[config.mk]
export PLATFORM = sky130hd
export DESIGN_NAME = plic_gateway
export DESIGN_NICKNAME = d
export VERILOG_FILES = /design/src/rtl/plic_gateway.sv
export SDC_FILE = /design/constraint.sdc
export NUM_CORES = 2
export LEC_CHECK = 0
export BUFFER_PORTS_ARGS = -buffer_cell sky130_fd_sc_hd__buf_2
export CAP_MARGIN = 20
export CORE_MARGIN = 1.5
export CORE_UTILIZATION = 49
export DETAILED_ROUTE_END_ITERATION = 8
export PLACE_DENSITY_LB_ADDON = 0.25
export SYNTH_ARGS = -nofsm -noshare
export SYNTH_HDL_FRONTEND = slang
export SYNTH_SLANG_ARGS = --single-unit
[constraint.sdc]
create_clock -name i_clk -period 3.7 [get_ports i_clk]
set_input_delay 0.37 -clock i_clk [delete_from_list [all_inputs] [get_ports i_clk]]
set_output_delay 0.37 -clock i_clk [all_outputs]
set_load 0.01 [all_outputs]
[src/rtl/plic_gateway.sv]
// Interrupt gateway in front of the PLIC core: synchronizes raw lines, applies
// level/edge semantics and holds each source off until the PLIC completes it.
module plic_gateway #(
  parameter int IRQ_TOTAL   = 73,
  parameter int SYNC_STAGES = 2,
  parameter int EDGE_CNT_W  = 3
) (
  input  logic                 i_clk,
  input  logic                 i_rst,
  input  logic [IRQ_TOTAL-1:0] i_irq,
  input  logic [IRQ_TOTAL-1:0] i_edge_mode,
  input  logic                 i_claim_valid,
  input  logic [9:0]           i_claim_id,
  input  logic                 i_complete_valid,
  input  logic [9:0]           i_complete_id,
  output logic [IRQ_TOTAL-1:0] o_pending,
  output logic [IRQ_TOTAL-1:0] o_active,
  output logic                 o_irq_any
);

  // state | meaning
  // IDLE  | nothing outstanding, watching the line
  // PEND  | request presented to the PLIC
  // CLAIM | claimed by the PLIC, waiting for completion
  typedef enum logic [1:0] {
    ST_IDLE  = 2'd0,
    ST_PEND  = 2'd1,
    ST_CLAIM = 2'd2
  } gw_state_e;

  localparam logic [EDGE_CNT_W-1:0] CNT_MAX = '1;

  logic [IRQ_TOTAL-1:0]  sync_q [SYNC_STAGES];
  logic [IRQ_TOTAL-1:0]  s_dly_q;
  logic [IRQ_TOTAL-1:0]  sync_s;
  logic [IRQ_TOTAL-1:0]  edge_s;
  gw_state_e             state_q [IRQ_TOTAL];
  gw_state_e             state_d [IRQ_TOTAL];
  logic [EDGE_CNT_W-1:0] cnt_q   [IRQ_TOTAL];
  logic [EDGE_CNT_W-1:0] cnt_d   [IRQ_TOTAL];

  assign sync_s = sync_q[SYNC_STAGES-1];
  assign edge_s = sync_s & ~s_dly_q;

  // Callers only request a decrement when the count is non-zero.
  function automatic logic [EDGE_CNT_W-1:0] cnt_step(input logic [EDGE_CNT_W-1:0] cnt,
                                                     input logic inc, input logic dec);
    logic [EDGE_CNT_W:0] sum;
    sum = {1'b0, cnt} + {{EDGE_CNT_W{1'b0}}, inc} - {{EDGE_CNT_W{1'b0}}, dec};
    if (sum[EDGE_CNT_W]) return CNT_MAX;
    return sum[EDGE_CNT_W-1:0];
  endfunction

  always_comb begin
    for (int n = 0; n < IRQ_TOTAL; n++) begin : g_next
      logic claim_hit;
      logic cmpl_hit;
      logic e;
      state_d[n] = state_q[n];
      cnt_d[n]   = cnt_q[n];
      claim_hit  = i_claim_valid && (i_claim_id == 10'(n));
      cmpl_hit   = i_complete_valid && (i_complete_id == 10'(n));
      e          = edge_s[n] & i_edge_mode[n];
      case (state_q[n])
        ST_IDLE: begin
          if (i_edge_mode[n] ? e : sync_s[n]) state_d[n] = ST_PEND;
          cnt_d[n] = '0;
        end
        ST_PEND: begin
          if (claim_hit) state_d[n] = ST_CLAIM;
          cnt_d[n] = cnt_step(cnt_q[n], e, 1'b0);
        end
        ST_CLAIM: begin
          if (cmpl_hit)
            state_d[n] = (i_edge_mode[n] && ((cnt_q[n] != '0) || e)) ? ST_PEND : ST_IDLE;
          cnt_d[n] = cnt_step(cnt_q[n], e, cmpl_hit && (cnt_q[n] != '0));
        end
        default: begin
          state_d[n] = ST_IDLE;
          cnt_d[n]   = '0;
        end
      endcase
      if (!i_edge_mode[n]) cnt_d[n] = '0;
    end
    state_d[0] = ST_IDLE;
    cnt_d[0]   = '0;
  end

  always_ff @(posedge i_clk) begin
    if (i_rst) begin
      for (int i = 0; i < SYNC_STAGES; i++) sync_q[i] <= '0;
      s_dly_q <= '0;
      for (int n = 0; n < IRQ_TOTAL; n++) begin
        state_q[n] <= ST_IDLE;
        cnt_q[n]   <= '0;
      end
    end else begin
      sync_q[0] <= i_irq;
      for (int i = 1; i < SYNC_STAGES; i++) sync_q[i] <= sync_q[i-1];
      s_dly_q <= sync_s;
      for (int n = 0; n < IRQ_TOTAL; n++) begin
        state_q[n] <= state_d[n];
        cnt_q[n]   <= cnt_d[n];
      end
    end
  end

  always_comb begin
    o_pending = '0;
    o_active  = '0;
    for (int n = 0; n < IRQ_TOTAL; n++) begin
      o_pending[n] = (state_q[n] == ST_PEND);
      o_active[n]  = (state_q[n] == ST_CLAIM);
    end
  end

  assign o_irq_any = |o_pending;

endmodule

==> flow_summary.toml <==
[synth]
synthArstFlopShare = 0
synth_top_area_share = 0.281
synth_top_cell_by_area = "dfxtp_1"
yosys-top-cells-area = "dfxtp_1 28%, ha_1 18%, o21ai_0 5.5%, nor2b_1 3.7%, inv_1 3.6%"
ys_types = 66
avgSynthCellArea_um2 = 8.46
synthFlopType = "dfxtp_1"
synth_common_cells = "576 x dfxtp_1, 576 x ha_1, 449 x o21ai_0"
synth_seq_area_share = 0.281
synth-edff-count = 0
synth_seq_cells = 576
yosysWarnings = 0
synthesis.area_um2 = 41000
syn_inst = 4847

[route]
routed_wl_um = 120000
drc = 0
routedWlPerCell_um = 19.2
vias_per_cell = 5.88
drt-initial-drc-count = 2605
vias = 36900
drtPass1Iterations = 6
drtAntennaViolNets = 0

[timing]
skew_ns = 0.0239
worstMarginPinSlew_ns = 0.998
finalHoldViolCount = 0
slew_headroom = 0.335
hold_slack_ns = 0.0241
rsz0062_at_grt = "no"
tns_ns = 0
slew_viol_final = 0
fin_crit_ns = 3.46
setup_viol = 0
fin_crit_sh = 0.935
fmax_ghz = 0.289

[clocking]
cts_max_level = 3
cts.sinks = 576
clk_pin_slew_ns = 0.05
cts_buffers = 72
root_buffer = "clkbuf_16"
cts_tree = "yes"
clk_path_buf_depth = 3
clk_latency_ns = 0.63

[global_route]
gr-total-overflow = 0
grt_max_degree = 151
grt_pass1_wl_um = 188000
grt_usage = 0.274
antenna_found_initial = 17
grt_pass1_vias = 34900

[floorplan]
num_io_pins = 317
core_area_um2 = 82500
fp.dieW_um = 292
fp.dieH_um = 292
rows = 105
dieArea_um2 = 85400
initial_utilization = 0.497

[placed_design]
gp_congestion = 0.895
post_dp_cell_area_um2 = 43300
numPortBuffers = 312
dp_hpwl_um = 87200

[worst_setup_path]
worst-path-stages = 7
crit_path_max_fanout = 8
slowest_delay_ns = 0.68
crit_slowest_cell = "or4_4"
worst_setup_path_start_kind = "flop"
cp.required_ns = 3.33
worstSetupPathType = "reg -> out"
worstSetupEndpointType = "primary output"
crit_family = "simple AND/OR/NAND/NOR gates"
rr_worst_depth = 7
r2r-start = "s_dly_q[68]"
crit_start = "state_q[0][65]"
crit_path_cell_trace = "inv_1, ha_1, nor4_1, buf_4, nand4_1, or4_4, buf_2"
critical_path_arrival_ns = 3.09
path_buf_inv = 3

[flow_run]
cap_violations = 0

[pwr]
vdd_drop_max_mv = 0.338
total_leakage_power_nw = 18.7
total_power_mw = 21.1
power_density_nw_per_um2 = 457

[min_path]
hold_path_depth = 2
hold_class = "in -> reg"
holdCritStartpoint = "i_irq[28]"

[finish]
syn2layout_area_growth_pct = 12.6
fin_area_um2 = 46200
nets = 5891
drive_gt1_frac = 0.113
final_util = 0.560

[run_status]
outcome = "finished, final reports clean"
## repair_timing
action | 4_1_cts | 5_1_grt
hold endpoints to repair | 61 | 0
endpoints found under the setup margin | 0 | 1
gates resized for setup | 0 | 2
buffers inserted | 0 | 0
hold buffers | 61 | 0
## report_power, final
part	switching [mW]	internal (mW)	total, mW
combinational	4.30	2.67	6.97
clock	2.91	3.95	6.86
sequential	0.495	6.77	7.27
total	7.70	13.4	21.1
## layout by cell type, fill, tap and decap left out, types with 40 or more instances in the layout
cell           synthesis  final
nand3b_1              68     68
o21a_1               144    144
and3_1               144    144
ha_1                 576    576
buf_2                 13    311
a31oi_1              222    222
buf_4                 76     47
clkbuf_16              0     73
nor2b_1              241    241
o21ai_0              449    449
nor3_1               205    205
inv_1                392    391
nor2_1               184    184
nand2b_1              40     40
nand3_1               48     48
mux2i_1               79     79
dlygate4sd3_1          0     61
xnor2_1              158    158
o31ai_1               88     88
dfxtp_1              576    576
a21bo_2               72     72
nand2_1              243    243
a21boi_0              92     92
a21oi_1              196    196
## registers in the layout (all words and copies together) (netlist names)
signal,flops
cnt_q,216
state_q,144
sync_q,144
s_dly_q,72
## kinds of logic (layout without fill, tap and decap cells)
logic type                 Yosys count  after routing  share of synthesized area
AOI/OAI and AO/OA                 1504           1504                      0.244
xor gates and xnor gates           178            178                     0.0380
adders and majority gates          576            576                      0.176
buffers and inverters              592            943                     0.0621
DFF                                576            576                      0.281
muxes                               79             79                     0.0193
other                                1              8                  0.0000914
and+or+nand+nor                   1341           1341                      0.179
## per-stage QoR
stage	setup WS, ns	cells
6_report	0.242	6275
5_1_grt	0.113	6271
4_1_cts	0.0656	6269
3_5_place_dp	0.601	6080
3_3_place_gp	0.648	6080
2_1_floorplan	0.931	4848
## layer usage
metal | up-vias | GRT usage | share of wire
li1 | 18100 | - | -
met1 | 17600 | 0.348 | 0.44
met2 | 954 | 0.463 | 0.46
met3 | 208 | 0.0533 | 0.071
met4 | 16 | 0.0906 | 0.030
met5 | - | 0 | 0.00073
## path summary, 6_finish.rpt
kind / slack, ns / end
setup / recovery: 0.24 / o_irq_any
hold / removal: 0.02 / sync_q[0][28]
setup reg to reg: 1.71 / cnt_q[0][204]
hold reg to reg: 0.44 / sync_q[0][82]
## final cells by class
cell class	instances	area, um2
Antenna cell	6	15.0
Clock buffer	110	2120
Clock inverter	18	149
Fill cell	7468	36300
Inverter	392	1470
Multi-Input combinational cell	3680	27000
Sequential cell	576	11500
Tap cell	1070	1340
Timing Repair Buffer	423	2590
Power figures use the tool's default switching activity.
